`src/rtl/lfsr_burst_ctrl.sv`:
```
// PRBS burst sequencer: loads a seed, then streams burst_len LFSR words over valid/ready and pulses done.
// Vectors use [0:LENGTH-1] ordering, so TAPS index 0 is the MSB of the literal.
module lfsr_burst_ctrl #(
    parameter int                LENGTH = 16,
    parameter logic [0:LENGTH-1] TAPS   = 16'b0110100000000000,
    parameter int                TYPE   = 1,
    parameter int                CNT_W  = 16
) (
    input  logic              clk,
    input  logic              rst,
    input  logic              start,
    input  logic [0:LENGTH-1] seed,
    input  logic [CNT_W-1:0]  burst_len,
    input  logic              abort,
    output logic              m_valid,
    input  logic              m_ready,
    output logic [0:LENGTH-1] m_data,
    output logic              busy,
    output logic              done,
    output logic              aborted,
    output logic              lockup_err,
    output logic [CNT_W-1:0]  words_sent
);

    typedef enum logic [1:0] {
        IDLE = 2'd0,
        RUN  = 2'd1,
        DONE = 2'd2
    } state_t;

    localparam logic [0:LENGTH-1] ONE = {{(LENGTH-1){1'b0}}, 1'b1};

    state_t            state;
    logic [CNT_W-1:0]  len_q;
    logic [CNT_W-1:0]  ws_inc;
    logic [0:LENGTH-1] stepped;
    logic              step_zero;
    logic              hs;

    function automatic logic [0:LENGTH-1] lfsr_step(input logic [0:LENGTH-1] s);
        logic [0:LENGTH-1] n;
        logic              fb;
        n  = '0;
        fb = 1'b0;
        if (TYPE == 1) begin
            fb   = s[LENGTH-1];
            n[0] = fb;
            for (int i = 1; i < LENGTH; i++) begin
                n[i] = s[i-1] ^ (TAPS[i] & fb);
            end
        end else begin
            fb = ^(s & TAPS);
            n  = {fb, s[0:LENGTH-2]};
        end
        return n;
    endfunction

    assign hs        = m_valid & m_ready;
    assign ws_inc    = words_sent + CNT_W'(1);
    assign stepped   = lfsr_step(m_data);
    assign step_zero = (stepped == '0);

    always_ff @(posedge clk or negedge rst) begin
        if (!rst) begin
            state      <= IDLE;
            len_q      <= '0;
            m_data     <= '0;
            m_valid    <= 1'b0;
            busy       <= 1'b0;
            done       <= 1'b0;
            aborted    <= 1'b0;
            lockup_err <= 1'b0;
            words_sent <= '0;
        end else begin
            done <= 1'b0;
            case (state)
                IDLE: begin
                    if (start) begin
                        len_q      <= burst_len;
                        words_sent <= '0;
                        aborted    <= 1'b0;
                        busy       <= 1'b1;
                        // An all-zero seed would lock the register, so substitute 1 and flag it
                        if (seed == '0) begin
                            m_data     <= ONE;
                            lockup_err <= 1'b1;
                        end else begin
                            m_data     <= seed;
                            lockup_err <= 1'b0;
                        end
                        if (burst_len != '0) begin
                            state   <= RUN;
                            m_valid <= 1'b1;
                        end else begin
                            state <= DONE;
                            done  <= 1'b1;
                        end
                    end
                end
                RUN: begin
                    if (hs) begin
                        m_data     <= step_zero ? ONE : stepped;
                        words_sent <= ws_inc;
                        if (step_zero) begin
                            lockup_err <= 1'b1;
                        end
                    end
                    // The final handshake takes priority over a coincident abort
                    if (hs && (ws_inc == len_q)) begin
                        state   <= DONE;
                        m_valid <= 1'b0;
                        done    <= 1'b1;
                    end else if (abort) begin
                        state   <= DONE;
                        m_valid <= 1'b0;
                        done    <= 1'b1;
                        aborted <= 1'b1;
                    end
                end
                DONE: begin
                    state <= IDLE;
                    busy  <= 1'b0;
                end
                default: begin
                    state   <= IDLE;
                    m_valid <= 1'b0;
                    busy    <= 1'b0;
                end
            endcase
        end
    end

endmodule

```
`config.mk`:
```
export PLATFORM = sky130hd
export DESIGN_NAME = lfsr_burst_ctrl
export DESIGN_NICKNAME = d
export VERILOG_FILES = /design/src/rtl/lfsr_burst_ctrl.sv
export SDC_FILE = /design/constraint.sdc
export NUM_CORES = 1
export LEC_CHECK = 0
export ABC_AREA = 1
export ABC_CLOCK_PERIOD_IN_PS = 3500
export CORE_MARGIN = 5
export CORE_UTILIZATION = 54
export DETAILED_ROUTE_END_ITERATION = 10
export PLACE_DENSITY = 0.81
export SLEW_MARGIN = 20
export SYNTH_ARGS = -nofsm -noshare
export SYNTH_HDL_FRONTEND = slang
export SYNTH_SLANG_ARGS = --single-unit
```
`constraint.sdc`:
```
create_clock -name clk -period 3.5 [get_ports clk]
set_input_delay 0.7 -clock clk [delete_from_list [all_inputs] [get_ports clk]]
set_output_delay 0.7 -clock clk [all_outputs]
set_load 0.02 [all_outputs]
```
==> flow_summary.json <==
{
  "layout-drive-gt1-share_pct": 8.40,
  "path_clk_slew_ns": 0.10,
  "cts_setup_buffers": 0,
  "ys_seq_area_share_pct": 43.4,
  "antenna_found_initial": 0,
  "grt_pass1_wl_um": 14100,
  "grt_pass1_vias": 3064,
  "max-slew-margin-rel_pct": 58.7,
  "syn_inst": 425,
  "synth.top_cell.area_share_pct": 43.4,
  "finalClockSkew_ns": 0.0115,
  "async_reset_ff_share_pct": 100,
  "nNetsFinal": 538,
  "synth_top_area_cell": "dfrtp_1",
  "layout_worst_path_cycle_share_pct": 76.8,
  "path_cells": "inv_1 > nor2_4 > inv_2 > nor2_4 > nor2_2 > clkinv_2 > o211ai_1 > o21ai_0",
  "cts_hold_buf": 0,
  "cts.sinks": 55,
  "cap_violations": 0,
  "ioPinCount": 74,
  "grt_usage_pct": 23.8,
  "synth_edf_count": 0,
  "slew_violations": 0,
  "vias": 3107,
  "setup_violations": 0,
  "critPathMaxFanout": 37,
  "clockRootBuffer": "clkbuf_8",
  "worstSetupEndpointType": "register",
  "grt_overflow": 0,
  "power_density_nw_per_um2": 688,
  "die_y_um": 86.6,
  "gp_congestion": 0.984,
  "crit_top_cell": "nor2_4",
  "timing.fmax_mhz": 372,
  "netlist_top_cells_area": "dfrtp_1, nand2_1, inv_1, nand3_1, o21ai_0",
  "crit_slowest_cell": "clkinv_2",
  "place_area_sq_um": 3970,
  "htreeDepth": 2,
  "synth.ff_latch_count": 55,
  "rsz0062_at_grt": "no",
  "ir_worst_vdd_uv": 570,
  "clock_latency_ns": 0.32,
  "antenna_cells": 0,
  "drc_errors": 0,
  "ys.flop_type": "dfrtp_1",
  "arrival_ns": 2.88,
  "setup.worst_path.start_class": "register",
  "wl_per_cell_um": 14.4,
  "hold_viol_final": 0,
  "tightest_slew_ns": 0.619,
  "drtPass1Iterations": 4,
  "status": "finished clean",
  "p_leak_nw": 1.84,
  "clk_path_buf_depth": 2,
  "post-dp-hpwl_um": 6460,
  "fp.coreArea_sq_um": 5820,
  "fill_cells": 519,
  "grt_start_max_net_pins": 38,
  "mappedNetlistArea_sq_um": 3170,
  "start_util_pct": 54.5,
  "hold_class": "in2async",
  "ant_nets": 0,
  "synth_warnings": 0,
  "syn_area_per_cell_sq_um": 7.46,
  "critical_path_class": "reg2reg",
  "dieArea_sq_um": 7500,
  "cts-buffers-inserted": 5,
  "post_cts_resized": 0,
  "final_area_sq_um": 4060,
  "drt-vias-per-instance": 5.40,
  "area_growth_pct": 28.1,
  "required_ns": 3.69,
  "synth.lib_cells_used.distinct": 36,
  "synthesis.nets": 464,
  "wl_um": 8290,
  "cts_tree": "done",
  "setup_tns_ns": 0,
  "max_stage_delay_ns": 0.60,
  "io_buffers": 73,
  "rows": 28,
  "final.min_clock_period_ns": 2.69,
  "first_iter_violations": 239,
  "die_w_um": 86.6
}
cells in the mapped netlist, types with 8 or more instances:
master    number
a21oi_1       20
a31oi_1        8
dfrtp_1       55
inv_1         56
nand2_1      108
nand2_2        9
nand3_1       29
nand3b_1       9
nand4_1       11
nor2_1        34
o21ai_0       27
o22ai_1        8
per-stage QoR:
stage / util, % / std cells / setup WS, ns / hold slack, ns / power (mW)
after global routing: 69.8 / 575 / 0.572 / 0.415 / 3.02
after global placement: 68.3 / 567 / 0.652 / 0.467 / 2.41
after floorplan: - / 425 / 1.57 / 0.404 / 1.90
final: 69.8 / 575 / 0.813 / 0.376 / 2.79
after CTS: 69.8 / 575 / 0.837 / 0.384 / 2.80
after detailed placement: 68.3 / 567 / 0.552 / 0.473 / 2.44
power breakdown:
| part | internal [mW] | switching, mW | total [mW] |
|---|---|---|---|
| combinational | 0.546 | 0.774 | 1.32 |
| sequential | 0.869 | 0.242 | 1.11 |
| clock | 0.144 | 0.220 | 0.364 |
| total | 1.56 | 1.24 | 2.79 |
area by class of cell:
cell class | count | area (sq um) | area share [%]
clock buffer | 5 | 68.8 | 1.69
clock inverter | 3 | 22.5 | 0.555
inverter | 60 | 226 | 5.58
multi-input combinational | 301 | 1530 | 37.6
sequential | 55 | 1380 | 33.9
tap | 75 | 93.8 | 2.31
timing repair buffer | 76 | 748 | 18.4
kinds of logic (layout without fill, tap and decap cells):
family,Yosys count,count (layout),synth area share (%)
AO/OA/AOI/OAI,71,71,12.6
XOR/XNOR,2,2,0.553
adder cells (fa/ha/maj),2,2,0.789
buffers and inverters,69,144,8.45
flip-flops,55,55,43.4
AND/OR/NAND/NOR,226,226,34.2
layer usage:
| layer | up-vias | share of wire (%) | global-route usage [%] |
|---|---|---|---|
| met3 | 12 | 5.2 | 4.47 |
| met2 | 94 | 48 | 38.9 |
| met1 | 1463 | 45 | 31.4 |
| li1 | 1538 | - | - |
| met4 | 0 | 1.8 | 9.21 |
| met5 | - | 0 | 0 |
critical path, delay by kind of cell, from the launching register on:
kind,cells,cell delay (ns)
flops,1,0.44
compound gates,2,0.36
simple gates,3,0.73
buf+inv,3,1.01
cells in the final DEF, fill, tap and decap left out, drive strengths merged, types with 5 or more instances in the layout:
cell and n:
inv 59, dfrtp 55, clkbuf 5, nor2 46, o22ai 8, a21oi 20, nor4 7, o21ai 28
clkdlybuf4s50 72, nand2 118, nand3b 9, nand3 32, a31oi 8, nand4 11
state kept, by name (all words and copies together), names as in the netlist:
name	cells
state	2
lockup_err	1
len_q	16
m_data	16
m_valid	1
done	1
aborted	1
busy	1
words_sent	16
final timing paths:
path	start	cells after the start	slack (ns)	endpoint
setup / recovery	state[0]$_DFFE_PN0P_	8	0.81	m_data[15]$_DFFE_PN0P_
hold / removal	rst	1	0.38	words_sent[7]$_DFFE_PN0P_
setup reg to reg	state[0]$_DFFE_PN0P_	8	0.81	m_data[15]$_DFFE_PN0P_
hold reg to reg	len_q[6]$_DFFE_PN0P_	2	0.50	len_q[6]$_DFFE_PN0P_
max in group asynchronous	rst	2	2.46	len_q[6]$_DFFE_PN0P_
min in group clk	len_q[6]$_DFFE_PN0P_	2	0.50	len_q[6]$_DFFE_PN0P_
Power figures use the tool's default switching activity.
